--- config.mk ---
export PLATFORM = sky130hd
export DESIGN_NAME = mem_arbiter
export DESIGN_NICKNAME = d
export VERILOG_FILES = /design/src/rtl/mem_arbiter.sv
export SDC_FILE = /design/constraint.sdc
export NUM_CORES = 1
export LEC_CHECK = 0
export ABC_CLOCK_PERIOD_IN_PS = 5350
export CAP_MARGIN = 0
export CELL_PAD_IN_SITES_DETAIL_PLACEMENT = 0
export CELL_PAD_IN_SITES_GLOBAL_PLACEMENT = 2
export CORE_MARGIN = 2
export CORE_UTILIZATION = 21
export DETAILED_ROUTE_END_ITERATION = 16
export PLACE_DENSITY_LB_ADDON = 0.1
export SLEW_MARGIN = 20
export SYNTH_ARGS = -nofsm -noshare
export SYNTH_HDL_FRONTEND = slang
export SYNTH_SLANG_ARGS = --single-unit
--- constraint.sdc ---
create_clock -name Clock -period 5.35 [get_ports Clock]
set_input_delay 1.3375 -clock Clock [delete_from_list [all_inputs] [get_ports Clock]]
set_output_delay 1.3375 -clock Clock [all_outputs]
set_load 0.01 [all_outputs]
--- src/rtl/mem_arbiter.sv ---
// Two-port round-robin arbiter in front of a synchronous single-port RAM.
// Port 0 is the processor, port 1 the DMA/loader. One access is in flight at a
// time: IDLE samples requests, ACCESS issues the RAM command and grants, and
// RDATA returns read data to the winner before going back to IDLE.
`timescale 1ns/1ps

module mem_arbiter #(
  parameter int AW = 8,
  parameter int DW = 16
) (
  input  logic          Clock,
  input  logic          Resetn,
  // requester 0 (processor)
  input  logic          p0_req,
  input  logic          p0_we,
  input  logic [AW-1:0] p0_addr,
  input  logic [DW-1:0] p0_wdata,
  output logic          p0_gnt,
  output logic          p0_rvalid,
  output logic [DW-1:0] p0_rdata,
  // requester 1 (DMA / loader)
  input  logic          p1_req,
  input  logic          p1_we,
  input  logic [AW-1:0] p1_addr,
  input  logic [DW-1:0] p1_wdata,
  output logic          p1_gnt,
  output logic          p1_rvalid,
  output logic [DW-1:0] p1_rdata,
  // RAM command / response
  output logic          ram_en,
  output logic          ram_we,
  output logic [AW-1:0] ram_addr,
  output logic [DW-1:0] ram_wdata,
  input  logic [DW-1:0] ram_rdata,
  // status
  output logic          busy,
  output logic [7:0]    conflict_cnt
);

  typedef enum logic [1:0] {
    IDLE   = 2'd0,
    ACCESS = 2'd1,
    RDATA  = 2'd2
  } state_t;

  state_t          r_state;
  state_t          w_state_next;

  logic            r_last_gnt;     // port granted most recently (tie breaker)
  logic            r_winner;       // port owning the transaction in flight
  logic            r_we;           // registered command direction
  logic [AW-1:0]   r_addr;
  logic [DW-1:0]   r_wdata;
  logic [7:0]      r_conflict_cnt;

  logic            w_any_req;
  logic            w_both_req;
  logic            w_sample;       // an arbitration happens at this edge
  logic            w_winner;

  // Round-robin pick: a lone requester wins, a tie goes to the port that did
  // not win last time.
  always_comb begin
    w_any_req  = p0_req | p1_req;
    w_both_req = p0_req & p1_req;
    w_sample   = (r_state == IDLE) && w_any_req;
    if (w_both_req) begin
      w_winner = ~r_last_gnt;
    end else begin
      w_winner = p1_req;
    end
  end

  // State register; reset aborts any transaction in flight.
  always_ff @(posedge Clock or negedge Resetn) begin
    if (!Resetn) begin
      r_state <= IDLE;
    end else begin
      r_state <= w_state_next;
    end
  end

  // Next-state and output decode; outputs follow the state directly so that
  // reset clears them without waiting for a clock edge.
  always_comb begin
    w_state_next = r_state;
    ram_en       = 1'b0;
    ram_we       = 1'b0;
    p0_gnt       = 1'b0;
    p1_gnt       = 1'b0;
    p0_rvalid    = 1'b0;
    p1_rvalid    = 1'b0;
    p0_rdata     = '0;
    p1_rdata     = '0;
    busy         = 1'b1;
    case (r_state)
      IDLE: begin
        busy = 1'b0;
        if (w_any_req) begin
          w_state_next = ACCESS;
        end
      end
      ACCESS: begin
        ram_en = 1'b1;
        ram_we = r_we;
        p0_gnt = ~r_winner;
        p1_gnt = r_winner;
        w_state_next = r_we ? IDLE : RDATA;
      end
      RDATA: begin
        // RAM data for the read issued in ACCESS arrives in this cycle.
        if (r_winner) begin
          p1_rvalid = 1'b1;
          p1_rdata  = ram_rdata;
        end else begin
          p0_rvalid = 1'b1;
          p0_rdata  = ram_rdata;
        end
        w_state_next = IDLE;
      end
      default: begin
        busy         = 1'b0;
        w_state_next = IDLE;
      end
    endcase
  end

  // Capture the winner's command at the arbitration edge; address and write
  // data then hold until the next arbitration.
  always_ff @(posedge Clock or negedge Resetn) begin
    if (!Resetn) begin
      r_last_gnt <= 1'b1;
      r_winner   <= 1'b0;
      r_we       <= 1'b0;
      r_addr     <= '0;
      r_wdata    <= '0;
    end else if (w_sample) begin
      r_last_gnt <= w_winner;
      r_winner   <= w_winner;
      r_we       <= w_winner ? p1_we    : p0_we;
      r_addr     <= w_winner ? p1_addr  : p0_addr;
      r_wdata    <= w_winner ? p1_wdata : p0_wdata;
    end
  end

  // Count arbitration edges that saw both ports requesting; sticks at 255.
  always_ff @(posedge Clock or negedge Resetn) begin
    if (!Resetn) begin
      r_conflict_cnt <= 8'd0;
    end else if ((r_state == IDLE) && w_both_req && (r_conflict_cnt != 8'hFF)) begin
      r_conflict_cnt <= r_conflict_cnt + 8'd1;
    end
  end

  assign ram_addr     = r_addr;
  assign ram_wdata    = r_wdata;
  assign conflict_cnt = r_conflict_cnt;

endmodule
* Word-level counts from Yosys, hierarchy flattened
Cells that the tools add are included.
Operators by class: equality and inequality tests 4, $add $sub $neg 1, reduce and logical (&&, ||, !) cells 5, muxes and demuxes 20, bitwise operators 4
Operators with widths (number):
- 2-to-1 mux 16 bit | 5
- 2-to-1 mux 1 bit | 11
- adder 8 x 1 -> 8 bit (second input constant) | 1
- 2-to-1 mux 8 bit | 1
- != test 8 bit (second input constant) | 1
- 2-to-1 mux 2 bit | 2
- case mux 2 bit (2 select lines) | 1
- logical AND 1 bit | 3
- == test 2 x 1 -> 1 bit (second input constant) | 1
- == test 2 bit (second input constant) | 1
- zero test 2 bit | 1
- != test 2 bit (second input constant) | 1
- NOT 1 bit | 2
- OR reduction 2 bit | 1
- bitwise AND 1 bit | 1
- OR 1 bit | 1
Storage, ports and cells: input port bits 70, logic and storage cells 41, register bits after elaboration 37

* Longest topological paths before layout
depth in word-level cells 3, gate-level depth with buffers 6, depth with buffers taken out 5

* Worst setup path before layout
Ideal clock, no wire load.
kind input to output, start point input port ram_rdata[0], end point output port p1_rdata[0], path buffers 0, setup slack 2.485 ns, arrival time 1.528 ns, cell stages on the path 1, cells stage by stage and3_1
On the way: word-level cells in the longest chain between the ends 2
RTL lines:
- from (decl) | RTL line 34 | input logic [DW-1:0] ram_rdata,
- 2-to-1 mux 16 bit | RTL line 112 | if (r_winner) begin
- 2-to-1 mux 16 bit | RTL line 96 | case (r_state)
- to (decl) | RTL line 28 | output logic [DW-1:0] p1_rdata,
Every way passes these cells.

* Worst setup path in the final report
start point register r_state[0], end point output port p0_rdata[10]
On the way: word-level cells in the longest chain between the ends 2
RTL lines:
- from (decl) | RTL line 46 | state_t r_state;
- from (signal assigned) | RTL line 79 | r_state <= w_state_next;
- == test 2 bit | RTL line 96
- 2-to-1 mux 16 bit | RTL line 96
- to (decl) | RTL line 20 | output logic [DW-1:0] p0_rdata,
Every way passes these cells.

==> out/summary.txt <==
Synth top area cells: dfrtp_1 43%, mux2i_1 12%, and2_1 5.7%
Crit path buf inv count: 2
Cell family with most CP delay: simple AND/OR/NAND/NOR gates
Sw frac: 0.3715
Setup crit end kind: output port
Ys flop type: dfrtp_1
RSZ-0062 raised after global routing: no
# resized after CTS: 0
Worst EP required: 4010 ps
Cell taking the most area after synthesis: dfrtp_1
Sequential Power Share: 0.335
Area grow syn2layout: 77.50%
Num ports: 141
Post-Syn Area: 0.002086 mm^2
H-tree depth: 2
Crit path time final: 4031 ps
Aggregate routed wire length: 6.228 mm
Sequential area share after synthesis: 0.4445
# Post-CTS Setup Buffers: 0
Async SR Flop Fraction: 1.000
Clock-pin slew on the worst setup and hold paths: 70 ps
Via count: 1986
Vias per std cell: 4.164
Clk pwr share: 0.130
Max-capacitance violation count: 0
Syn Area/Cell: 10.13 um^2
Hold-fix buffers at CTS: 0
Antenna violation net count after detailed routing: 0
Site Rows: 36
Hold/Removal Path Class: flip-flop to flip-flop
CP max-delay cell: nor2b_1
WL per Instance: 13.06 um
Cell Int Power: 0.9440 mW
Post-synth EDFFs: 0
Critical path peak fanout: 18
Max clock buf depth: 2
Initial core utilization: 0.2144
Crit-path max cell delay: 700 ps
Clk root buf: clkbuf_8
Flops & latches, synth: 37
Synth cell types: 35
Fin Hold WS: 482.4 ps
Critical path class: flip-flop to output port
Crit path launch type: flip-flop
Final Hold Vio Count: 0
Largest net degree at the start of global routing: 38
Combinational fraction of design power: 0.536
Total CTS buffers: 5
Final number of max-transition violations: 0
Clock latency on the worst-skew pair: 290 ps
Post-Synthesis Cells: 206
Worst path cell trace: inv_1 -> ha_1 -> nor2b_1 -> and2_1 -> clkdlybuf4s50_1
Final WS setup: 1319 ps
Fmax: 248.1 MHz
Design area: 0.003702 mm^2
DR pass1 iterations: 4
Final Setup Violations: 0
Gpl congestion: 0.7738
Yosys top cell area share: 0.4319
Relative slew slack: 0.4176
Starting DRT DRC Count: 30
IR drop worst, VDD: 0.0001671 V
Psw: 0.5580 mW
Clock sinks: 37
Crit path DAT: 2690 ps
Leakage Power: 1.550 nW
Initial antenna violation count: 0
Antenna cells: 0
First-pass GRT wire length: 10.13 mm
Final #Nets: 418
DP Worst Slack: 1463 ps
Setup TNS: 0 ps
Gr usage total: 0.1161
Die Footprint: 0.01075 mm^2
Most common cell in the synthesized netlist: dfrtp_1
Final Cycle Share: 0.7535
I/O Buffers: 140
Vias in the first global route: 1960
Chip width: 103.7 um
Placed cell areas: 0.003616 mm^2
HPWL Detailed: 4.803 mm
Ys Warns: 0
DIE HEIGHT: 103.7 um
Core ar.: 0.009729 mm^2
TritonCTS clock tree: built
Most instantiated cells after synthesis: 36 x dfrtp_1, 29 x nand2_1, 26 x mux2i_1
Aggregate global routing overflow: 0
# DRC: 0
Layout Skew: 7.124 ps
Status: completed
Pwr Density: 405.7 mW/mm^2
Slew @ Worst Pin: 873.5 ps
Total Power: 1.502 mW
Share of layout cells above drive strength 1: 0.06105
Post-synthesis net count: 281
-- layout by cell type (no fill, tap or decap), types with 2 or more instances in the layout --
cell type	netlist	layout
clkbuf_8	0	5
clkdlybuf4s50_1	0	139
nand2_1	29	29
nor2b_1	2	2
dfrtp_1	36	36
mux2i_1	26	26
mux2_2	4	4
o21ai_1	20	19
o21ai_0	8	8
nand3_1	2	2
a21o_1	2	2
nand2b_1	2	2
and3_1	17	17
clkinv_2	0	2
and2_1	19	19
a21oi_1	2	2
ha_1	5	5
inv_1	2	2
nor3_1	3	3
-- worst min-delay path: cells and delay by family, from the launching register on --
kind | cells | cell delay (ps)
compound gates | 1 | 60
simple gates | 1 | 40
flops | 1 | 350
-- metrics by stage --
| stage | std cells | util |
|---|---|---|
| floorplan | 206 | - |
| global placement | 468 | 0.3688 |
| detailed placement | 469 | 0.3717 |
| CTS | 477 | 0.3805 |
| global route | 477 | 0.3805 |
| finish | 477 | 0.3805 |
-- per-layer routing --
layer  part of all wire  track usage  routed length [um]
met1               0.43       0.1366                2669
met5                  0            0                   0
met4              0.011      0.03282                  66
met3              0.082      0.04154                 510
met2               0.48       0.1996                2982
-- power groups by stage --
stage	registers, mW	logic [mW]	clock network [mW]
after floorplan	0.536	0.343	0
final	0.503	0.805	0.195
after detailed placement	0.508	0.822	0
after global placement	0.507	0.814	0
after global routing	0.526	0.882	0.223
after CTS	0.506	0.823	0.209
-- logic make-up (layout without fill, tap and decap cells) --
family | count (synthesis) | in the layout | share of synthesized area
and+or+nand+nor | 79 | 79 | 0.2094
adders and majority gates | 5 | 5 | 0.02999
muxes | 30 | 30 | 0.1464
DFF | 37 | 37 | 0.4445
buffers and inverters | 14 | 152 | 0.04499
xor gates and xnor gates | 2 | 2 | 0.008400
AOI/OAI and AO/OA | 39 | 39 | 0.1164
-- layout make-up --
cell class | count | area (um^2)
clock buffers | 5 | 68.82
well taps | 133 | 166.4
inverters | 2 | 7.507
repair buffers | 142 | 1431
fillers | 1021 | 6027
multi-input cells | 155 | 1084
flip-flops and latches | 37 | 927.1
clock inverters | 3 | 17.52
-- worst paths after layout --
path                                     startpoint                     endpoint  slack [ps]  cells past startpoint
min                        ram_wdata[0]$_DFFE_PN0P_     ram_wdata[0]$_DFFE_PN0P_         480                      2
max                          r_state[0]$_DFFE_PN0P_                 p0_rdata[10]        1320                      5
max in group asynchronous                    Resetn     ram_wdata[0]$_DFFE_PN0P_        3640                      1
min reg2reg                ram_wdata[0]$_DFFE_PN0P_     ram_wdata[0]$_DFFE_PN0P_         480                      2
min in group asynchronous                    Resetn  conflict_cnt[4]$_DFFE_PN0P_        1160                      1
max reg2reg                  r_state[1]$_DFFE_PN0P_  conflict_cnt[7]$_DFFE_PN0P_        3420                      5
-- registers in the layout, summed over array words and instances (netlist names) --
register / count
ram_addr: 8
r_state: 2
r_winner: 1
r_last_gnt: 1
r_we: 1
ram_wdata: 16
conflict_cnt: 8
No activity file was read; power rests on OpenSTA's default activity.
==> patch, RTL diff (config.mk and constraints unchanged) <==
Change the parameter `AW` from 8 to 6.
--- a/src/rtl/mem_arbiter.sv
+++ b/src/rtl/mem_arbiter.sv
@@ -5,7 +5,7 @@
 `timescale 1ns/1ps
 
 module mem_arbiter #(
-  parameter int AW = 8,
+  parameter int AW = 6,
   parameter int DW = 16
 ) (
   input  logic          Clock,
Ports: changed (resized p0_addr, p1_addr and ram_addr); port bits go from 141 to 135. The function was not compared with the original's and may differ.
==> patch against the unedited design <==
- utilization is 0.32 points higher
- combinational power decreased by 2.5%
- wire length is 2.0% higher
- synthesized area decreased by 2.9%
- via count down 3.7%
- cell area is 3.8% lower
- worst hold slack got worse by 0.0032 ns
- setup slack improved by 0.17 ns
- sequential cell count shrank 2
- largest power group unchanged
- register-to-register slack better by 0.03 ns
- sequential power is 5.2% lower
- total power shrank 3.6%
==> patch: results (changes against the unedited design) <==
total track usage - 11.84% (+0.22 points)
synthesized net count - 274 (-2.5%)
clock buffers - 7 (+2)
top-area cell type share of the netlist area - 42.03% (-1.2 points)
worst vdd ir - 0.2360 mV (+41%)
I/O Buffers - 134 (-4.3%)
switching power of the nets - 0.5360 mW (-3.9%)
destination of the critical timing path - p0_rdata[7]
grt met3 use - 4.514% (+0.36 points)
peak per-stage delay on the critical path - 0.55 ns (-0.15 ns)
Arr. time, crit path - 2.52 ns (-0.17 ns)
Max-slew headroom - 43.58% (+1.8 points)
reported leakage power - 1.517 nW (-2.1%)
routed metal-1 wire length - 2.859 mm (+7.1%)
comb_multi_in - 153 (-1.3%)
number of hold buffers added after cts - 0 (unchanged)
clock power share - 12.8% (-0.2 points)
violation count after the first detailed-routing iteration - 35 (+17%)
gp weighted congestion - 0.7304 (-5.6%)
average detailed-routed wire length per instance - 13.72 µm (+5.1%)
cell with the biggest individual delay on the critical path - sky130_fd_sc_hd__clkdlybuf4s50_1
total met2 wirelength after detailed routing - 2.915 mm (-2.2%)
final layout net count - 404 (-3.3%)
global-route wire length before repair - 9.542 mm (-5.8%)
Worst Min Path Start - ram_addr[1]$_DFFE_PN0P_
met3 routed wirelength - 547 µm (+7.3%)
met1 routing resource usage after global routing - 15.00% (+1.3 points)
Sequential Area - 877.1 µm² (-5.4%)
power per cell area - 406.5 nW/µm² (+0.20%)
ranking of synthesized cells by area - sky130_fd_sc_hd__dfrtp_1 42%, sky130_fd_sc_hd__mux2i_1 11%, sky130_fd_sc_hd__and2_1 5.9%, sky130_fd_sc_hd__nand2_1 5.4%, sky130_fd_sc_hd__and3_1 5.3%
post-synthesis area per instance - 9.973 µm² (-1.5%)
clock-cell share of area - 2.283% (-0.049 points)
fraction of final layout cells sized beyond drive strength 1 - 6.886% (+0.78 points)
Seq power - 0.477 mW (-5.2%)
pin count of the biggest net entering global routing - 48 (+26%)
status - complete, no violations
commonest cells in the synthesized netlist - 34 x sky130_fd_sc_hd__dfrtp_1, 29 x sky130_fd_sc_hd__nand2_1, 23 x sky130_fd_sc_hd__mux2i_1
Layout non-clock buf frac - 38.71% (+0.046 points)
FF-to-FF End - conflict_cnt[1]$_DFFE_PN0P_
met2 routing resource usage after global routing - 19.33% (-0.63 points)
register area share after synthesis - 43.33% (-1.1 points)
minimum setup slack among reg-to-reg paths - 3.45 ns (+0.03 ns)
Clock Skews - 0.008304 ns (+0.001180 ns)
Final Hold Slack - 0.4792 ns (-0.003175 ns)
[patch: cell count changes in the layout (fill, tap and decap cells not counted), sizes merged, moves of 2 or more]
| cell | change |
|---|---|
| a21oi | +3 |
| clkbuf | +2 |
| o21ai | -2 |
| mux2i | -3 |
| and3 | +2 |
| clkdlybuf4s50 | -6 |
| a21o | -2 |
| dfrtp | -2 |
[patch: cells by family (layout without fill, tap and decap cells)]
family / after synthesis / in the layout / synth area share (%)
muxes: 28 / 28 / 14.52
DFF: 35 / 35 / 43.33
adders and majority gates: 5 / 5 / 3.090
and+or+nand+nor: 81 / 81 / 22.31
xor gates and xnor gates: 1 / 1 / 0.4327
buffers and inverters: 15 / 146 / 5.439
AOI/OAI and AO/OA: 38 / 38 / 10.88
[patch: through the flow]
step / worst slack, ns / area, µm²
after global routing: 1.266 / 3562
after floorplan: 2.485 / 2024
after detailed placement: 1.491 / 3438
after CTS: 1.396 / 3520
final: 1.490 / 3562
after global placement: 1.496 / 3438
